$ cat src/rtl/dt_pkg.sv
// Shared types and constants for the temperature sample controller.
package dt_pkg;

    typedef enum logic [1:0] {
        IDLE,
        WAIT_TICK,
        REQ,
        FAULT
    } dt_state_t;

    // Signed Q7.0 temperature sample
    typedef logic signed [7:0] dt_sample_t;

    localparam dt_sample_t T_MIN = -8'sd40;
    localparam dt_sample_t T_MAX = 8'sd125;

    // A period of 0 behaves like a period of 1.
    function automatic logic [15:0] period_reload(input logic [15:0] period);
        return (period == 16'd0) ? 16'd0 : period - 16'd1;
    endfunction

endpackage

$ cat src/rtl/dt_period_timer.sv
// Loadable down-counter for the sample period; zero flags the terminal count.
module dt_period_timer (
    input  logic        clk,
    input  logic        rst,
    input  logic        load,
    input  logic [15:0] load_val,
    input  logic        dec,
    output logic        zero
);

    logic [15:0] cnt_q;

    always_ff @(posedge clk) begin
        if (rst) begin
            cnt_q <= '0;
        end else if (load) begin
            cnt_q <= load_val;
        end else if (dec && (cnt_q != 16'd0)) begin
            cnt_q <= cnt_q - 16'd1;
        end
    end

    assign zero = (cnt_q == 16'd0);

endmodule

$ cat src/rtl/dt_sample_ctrl.sv
// Periodic sensor sampling with ack timeout, retries and sticky fault.
// Optional range rejection of samples: define DT_SAMPLE_CTRL_RANGE_CHK_EN.
//
// state     | meaning
// IDLE      | scheduler disabled, waiting for en
// WAIT_TICK | period counter running down to the next request
// REQ       | sens_req high, waiting for sens_ack with timeout/retry
// FAULT     | retries exhausted, fault high until en drops
module dt_sample_ctrl
    import dt_pkg::*;
#(
    parameter logic [7:0]  TIMEOUT_CYC = 8'd200,
    parameter int unsigned MAX_RETRY   = 2
) (
    input  logic               clk,
    input  logic               rst,
    input  logic               en,
    input  logic [15:0]        period,
    output logic               sens_req,
    input  logic               sens_ack,
    input  logic signed [7:0]  sens_data,
    output logic signed [7:0]  T_cur,
    output logic               est_ce,
    output logic               est_init,
    output logic               fault,
    output logic [7:0]         err_cnt
);

    localparam logic [7:0] MAX_RETRY_W = MAX_RETRY[7:0];

    dt_state_t  state_q, state_d;
    logic [7:0] tmo_q, tmo_d;
    logic [7:0] retry_q, retry_d;
    logic       first_q, first_d;
    dt_sample_t t_cur_q, t_cur_d;
    logic       est_ce_q, est_ce_d;
    logic       est_init_q, est_init_d;
    logic [7:0] err_q;
    logic       err_inc;
    logic       tmr_load, tmr_dec, tmr_zero;
    logic       sample_ok;

    dt_period_timer u_period_timer (
        .clk      (clk),
        .rst      (rst),
        .load     (tmr_load),
        .load_val (period_reload(period)),
        .dec      (tmr_dec),
        .zero     (tmr_zero)
    );

`ifdef DT_SAMPLE_CTRL_RANGE_CHK_EN
    assign sample_ok = (dt_sample_t'(sens_data) >= T_MIN) && (dt_sample_t'(sens_data) <= T_MAX);
`else
    assign sample_ok = 1'b1;
`endif

    always_comb begin
        state_d    = state_q;
        tmo_d      = tmo_q;
        retry_d    = retry_q;
        first_d    = first_q;
        t_cur_d    = t_cur_q;
        est_ce_d   = 1'b0;
        est_init_d = 1'b0;
        err_inc    = 1'b0;
        tmr_load   = 1'b0;
        tmr_dec    = 1'b0;

        // Dropping en aborts everything, including a same-cycle ack.
        if (!en) begin
            state_d = IDLE;
        end else begin
            case (state_q)
                IDLE: begin
                    state_d  = WAIT_TICK;
                    tmr_load = 1'b1;
                    first_d  = 1'b1;
                end
                WAIT_TICK: begin
                    if (tmr_zero) begin
                        state_d = REQ;
                        tmo_d   = '0;
                        retry_d = '0;
                    end else begin
                        tmr_dec = 1'b1;
                    end
                end
                REQ: begin
                    // Ack beats a timeout landing on the same cycle.
                    if (sens_ack) begin
                        state_d  = WAIT_TICK;
                        tmr_load = 1'b1;
                        if (sample_ok) begin
                            t_cur_d    = dt_sample_t'(sens_data);
                            est_init_d = first_q;
                            est_ce_d   = !first_q;
                            first_d    = 1'b0;
                        end else begin
                            err_inc = 1'b1;
                        end
                    end else if (tmo_q == TIMEOUT_CYC - 8'd1) begin
                        err_inc = 1'b1;
                        tmo_d   = '0;
                        if (retry_q == MAX_RETRY_W) begin
                            state_d = FAULT;
                        end else begin
                            retry_d = retry_q + 8'd1;
                        end
                    end else begin
                        tmo_d = tmo_q + 8'd1;
                    end
                end
                FAULT: begin
                    state_d = FAULT;
                end
                default: begin
                    state_d = IDLE;
                end
            endcase
        end
    end

    always_ff @(posedge clk) begin
        if (rst) begin
            state_q    <= IDLE;
            tmo_q      <= '0;
            retry_q    <= '0;
            first_q    <= 1'b1;
            t_cur_q    <= '0;
            est_ce_q   <= 1'b0;
            est_init_q <= 1'b0;
            err_q      <= '0;
        end else begin
            state_q    <= state_d;
            tmo_q      <= tmo_d;
            retry_q    <= retry_d;
            first_q    <= first_d;
            t_cur_q    <= t_cur_d;
            est_ce_q   <= est_ce_d;
            est_init_q <= est_init_d;
            if (err_inc && (err_q != 8'hFF)) begin
                err_q <= err_q + 8'd1;
            end
        end
    end

    assign sens_req = (state_q == REQ);
    assign fault    = (state_q == FAULT);
    assign T_cur    = t_cur_q;
    assign est_ce   = est_ce_q;
    assign est_init = est_init_q;
    assign err_cnt  = err_q;

endmodule
$ cat config.mk
export PLATFORM = sky130hd
export DESIGN_NAME = dt_sample_ctrl
export DESIGN_NICKNAME = d
export VERILOG_FILES = /design/src/rtl/dt_pkg.sv /design/src/rtl/dt_period_timer.sv /design/src/rtl/dt_sample_ctrl.sv
export SDC_FILE = /design/constraint.sdc
export NUM_CORES = 1
export LEC_CHECK = 0
export CORE_MARGIN = 3
export CORE_UTILIZATION = 54
export DETAILED_ROUTE_END_ITERATION = 8
export PLACE_DENSITY = 0.91
export SYNTH_ARGS = -nofsm -noshare
export SYNTH_HDL_FRONTEND = slang
export SYNTH_SLANG_ARGS = --single-unit
$ cat constraint.sdc
create_clock -name clk -period 2.6 [get_ports clk]
set_input_delay 0.52 -clock clk [delete_from_list [all_inputs] [get_ports clk]]
set_output_delay 0.52 -clock clk [all_outputs]
set_load 0.05 [all_outputs]
==> reports/qor.yml <==
outcome:
  outcome: "complete, no violations"
cells_and_area:
  multiInputGateArea_mm2: 0.00194
  fillers: 461
  nets: 484
  final-seq-area_mm2: 0.00106
  syn_to_final_growth_pct: 24.1
  drive_gt1_frac: 0.111
  antenna_cells: 0
min_path:
  hold_class: "reg2reg"
global_routing:
  grt_pass1_vias: 3042
  grt_max_degree: 32
  grt_pass1_wl_um: 13400
  grt_overflow: 0
  grtUsageTotal: 0.247
  antenna_found_initial: 0
clock_tree:
  clkLatencyLatePin_ns: 0.31
  clockRootBuffer: "clkbuf_8"
  cts_max_level: 2
  numCtsBuffers: 5
  cts_buffer_depth: 2
  cts.repair.resized: 0
  clk_pin_slew_ns: 0.10
  hold_buffers: 0
  cts_sinks: 53
  cts_setup_buffers: 0
  cts_tree: "built"
worst_setup_path:
  max_stage_delay_ns: 0.49
  critPathTopFamily: "simple AND/OR/NAND/NOR gates"
  start_kind: "register"
  critPathCaptureType: "register"
  crit_slowest_cell: "or4_1"
  cp.arrival_ns: 2.63
  cp_cell_sequence: "inv_1, ha_1, nor4b_1, and4_1, o21ai_2, or4_1, a21oi_1"
  cp_num_buf_inv: 1
  path_max_fanout: 9
  crit_type: "reg2reg"
  required_ns: 2.84
sta:
  fin_crit_sh: 0.922
  finalSetupTns_ns: 0
  final_max_slew_viol_count: 0
  period_minus_slack_ns: 2.40
  finClkSkew_ns: 0.00768
  rsz0062_at_grt: "false"
  max_slew_margin: 0.606
  finalHoldViolCount: 0
  max_freq_mhz: 417
  tightest_slew_ns: 0.589
  whs_ns: 0.460
  finalSetupViolations: 0
routing:
  wirelength_um: 8120
  dr_wl_met2_um: 4100
  met1_length_um: 3490
  drt_pass1_iterations: 6
  vias_per_cell: 6.24
  wire_per_inst_um: 15.6
  remaining_drc_errors: 0
  drt_iter0_markers: 276
  vias: 3259
  wl_met3_um: 383
  antenna_left: 0
  highest_layer: "met4"
placed_design:
  hpwlAfterDp_um: 6040
  place_congestion: 0.933
  io_buffers: 47
die:
  die_area_mm2: 0.00678
  ios: 48
  fp.dieW_um: 82.4
  die_y_um: 82.4
  core_area_mm2: 0.00557
  rows: 27
  initial_core_util: 0.565
logic_synthesis:
  synth_compound_area_frac: 0.224
  syn_nets: 423
  synth_fa_ha_area_frac: 0.0278
  yosysWarnings: 0
  synth_top_family_by_area: "simple AND/OR/NAND/NOR gates"
  yosys.area.top_type: "dfxtp_1"
  synth_edf_count: 0
  syn_area_mm2: 0.00315
  synth_area_per_cell_um2: 8.11
  synthMuxAreaShare: 0.0171
  synth_seq_cells: 53
  async_flop_share: 0
  ys_types: 61
  synth_area_leaders: "dfxtp_1, nand2_1, a21oi_1, xor2_1, nor2_1"
  yosys.area_share.xor_xnor: 0.0473
  synthCells: 388
  synth_top_area_share: 0.337
  ys.flop_type: "dfxtp_1"
  yosys-top-cells-count: "dfxtp_1, nand2_1, nor2_1, a21oi_1, o21ai_0"
  ys_seq_area_frac: 0.337
  yosysMostFrequentCell: "dfxtp_1"
  yosys.area_share.simple: 0.302
flow_run:
  cap_violations: 0
pwr:
  power_per_cell_area_mw_per_mm2: 475
  ir_worst_vdd_mv: 0.272
  total_leakage_power_nw: 1.43
through the flow:
step,power (mW),instances,worst slack [ns],area [um^2],util
after floorplan,1.21,388,0.624,3150,-
after global placement,1.36,514,0.108,3810,0.684
after detailed placement,1.37,514,0.0388,3810,0.684
after CTS,1.85,522,0.213,3910,0.701
after global routing,1.95,522,0.0579,3910,0.701
final,1.86,522,0.204,3910,0.701
state kept, by name, indices dropped and copies added (netlist names):
| name | cells |
|---|---|
| first_q | 1 |
| u_period_timer.cnt_q | 16 |
| tmo_q | 8 |
| T_cur | 8 |
| est_ce | 1 |
| retry_q | 8 |
| est_init | 1 |
| state_q | 2 |
| err_cnt | 8 |
metal layers:
layer,vias to the layer above,global-route usage
li1,1583,-
met1,1534,0.301
met2,125,0.442
met3,17,0.0282
met4,0,0.0914
met5,-,0
layout make-up:
type                       count  share of cell area
clock buffer                   6              0.0211
clock inverter                 2             0.00352
inverter                      14              0.0134
multi-input combinational    302               0.498
sequential                    53               0.272
tap                           72              0.0231
timing repair buffer          73               0.170
logic make-up after synthesis:
family	after synthesis
muxes	5
xor gates and xnor gates	17
adders and majority gates	7
DFF	53
AOI/OAI and AO/OA	103
and+or+nand+nor	170
buffers and inverters	33
final timing paths:
kind / start / endpoint / slack, ns / depth (start not counted)
worst min register to register: T_cur[5] / T_cur[5] / 0.46 / 2
worst max-delay path: u_period_timer.cnt_q[0] / tmo_q[7] / 0.20 / 7
worst max register to register: u_period_timer.cnt_q[0] / tmo_q[7] / 0.20 / 7
worst min-delay path: T_cur[5] / T_cur[5] / 0.46 / 2
tightest hold or removal path: stages (launching register included):
cell	delay [ns]
dfxtp_1	0.32
nand2_1	0.05
a21oi_1	0.05
where the power goes:
part	leakage, nW	internal [mW]	switching [mW]
clock	0.0512	0.216	0.270
combinational	0.944	0.211	0.257
sequential	0.430	0.849	0.0531
total	1.43	1.28	0.580
cell usage in the layout (no fill, tap or decap), types with 9 or more instances in the layout:
cell type         n
a21oi_1          26
and3_1            9
buf_4            27
clkdlybuf4s50_1  46
dfxtp_1          53
inv_1            13
nand2_1          39
nand3_1          11
nand4_1          10
nor2_1           30
nor3_1           12
o21ai_0          21
xor2_1           14
Note: power is estimated with default switching activity, not from simulation.
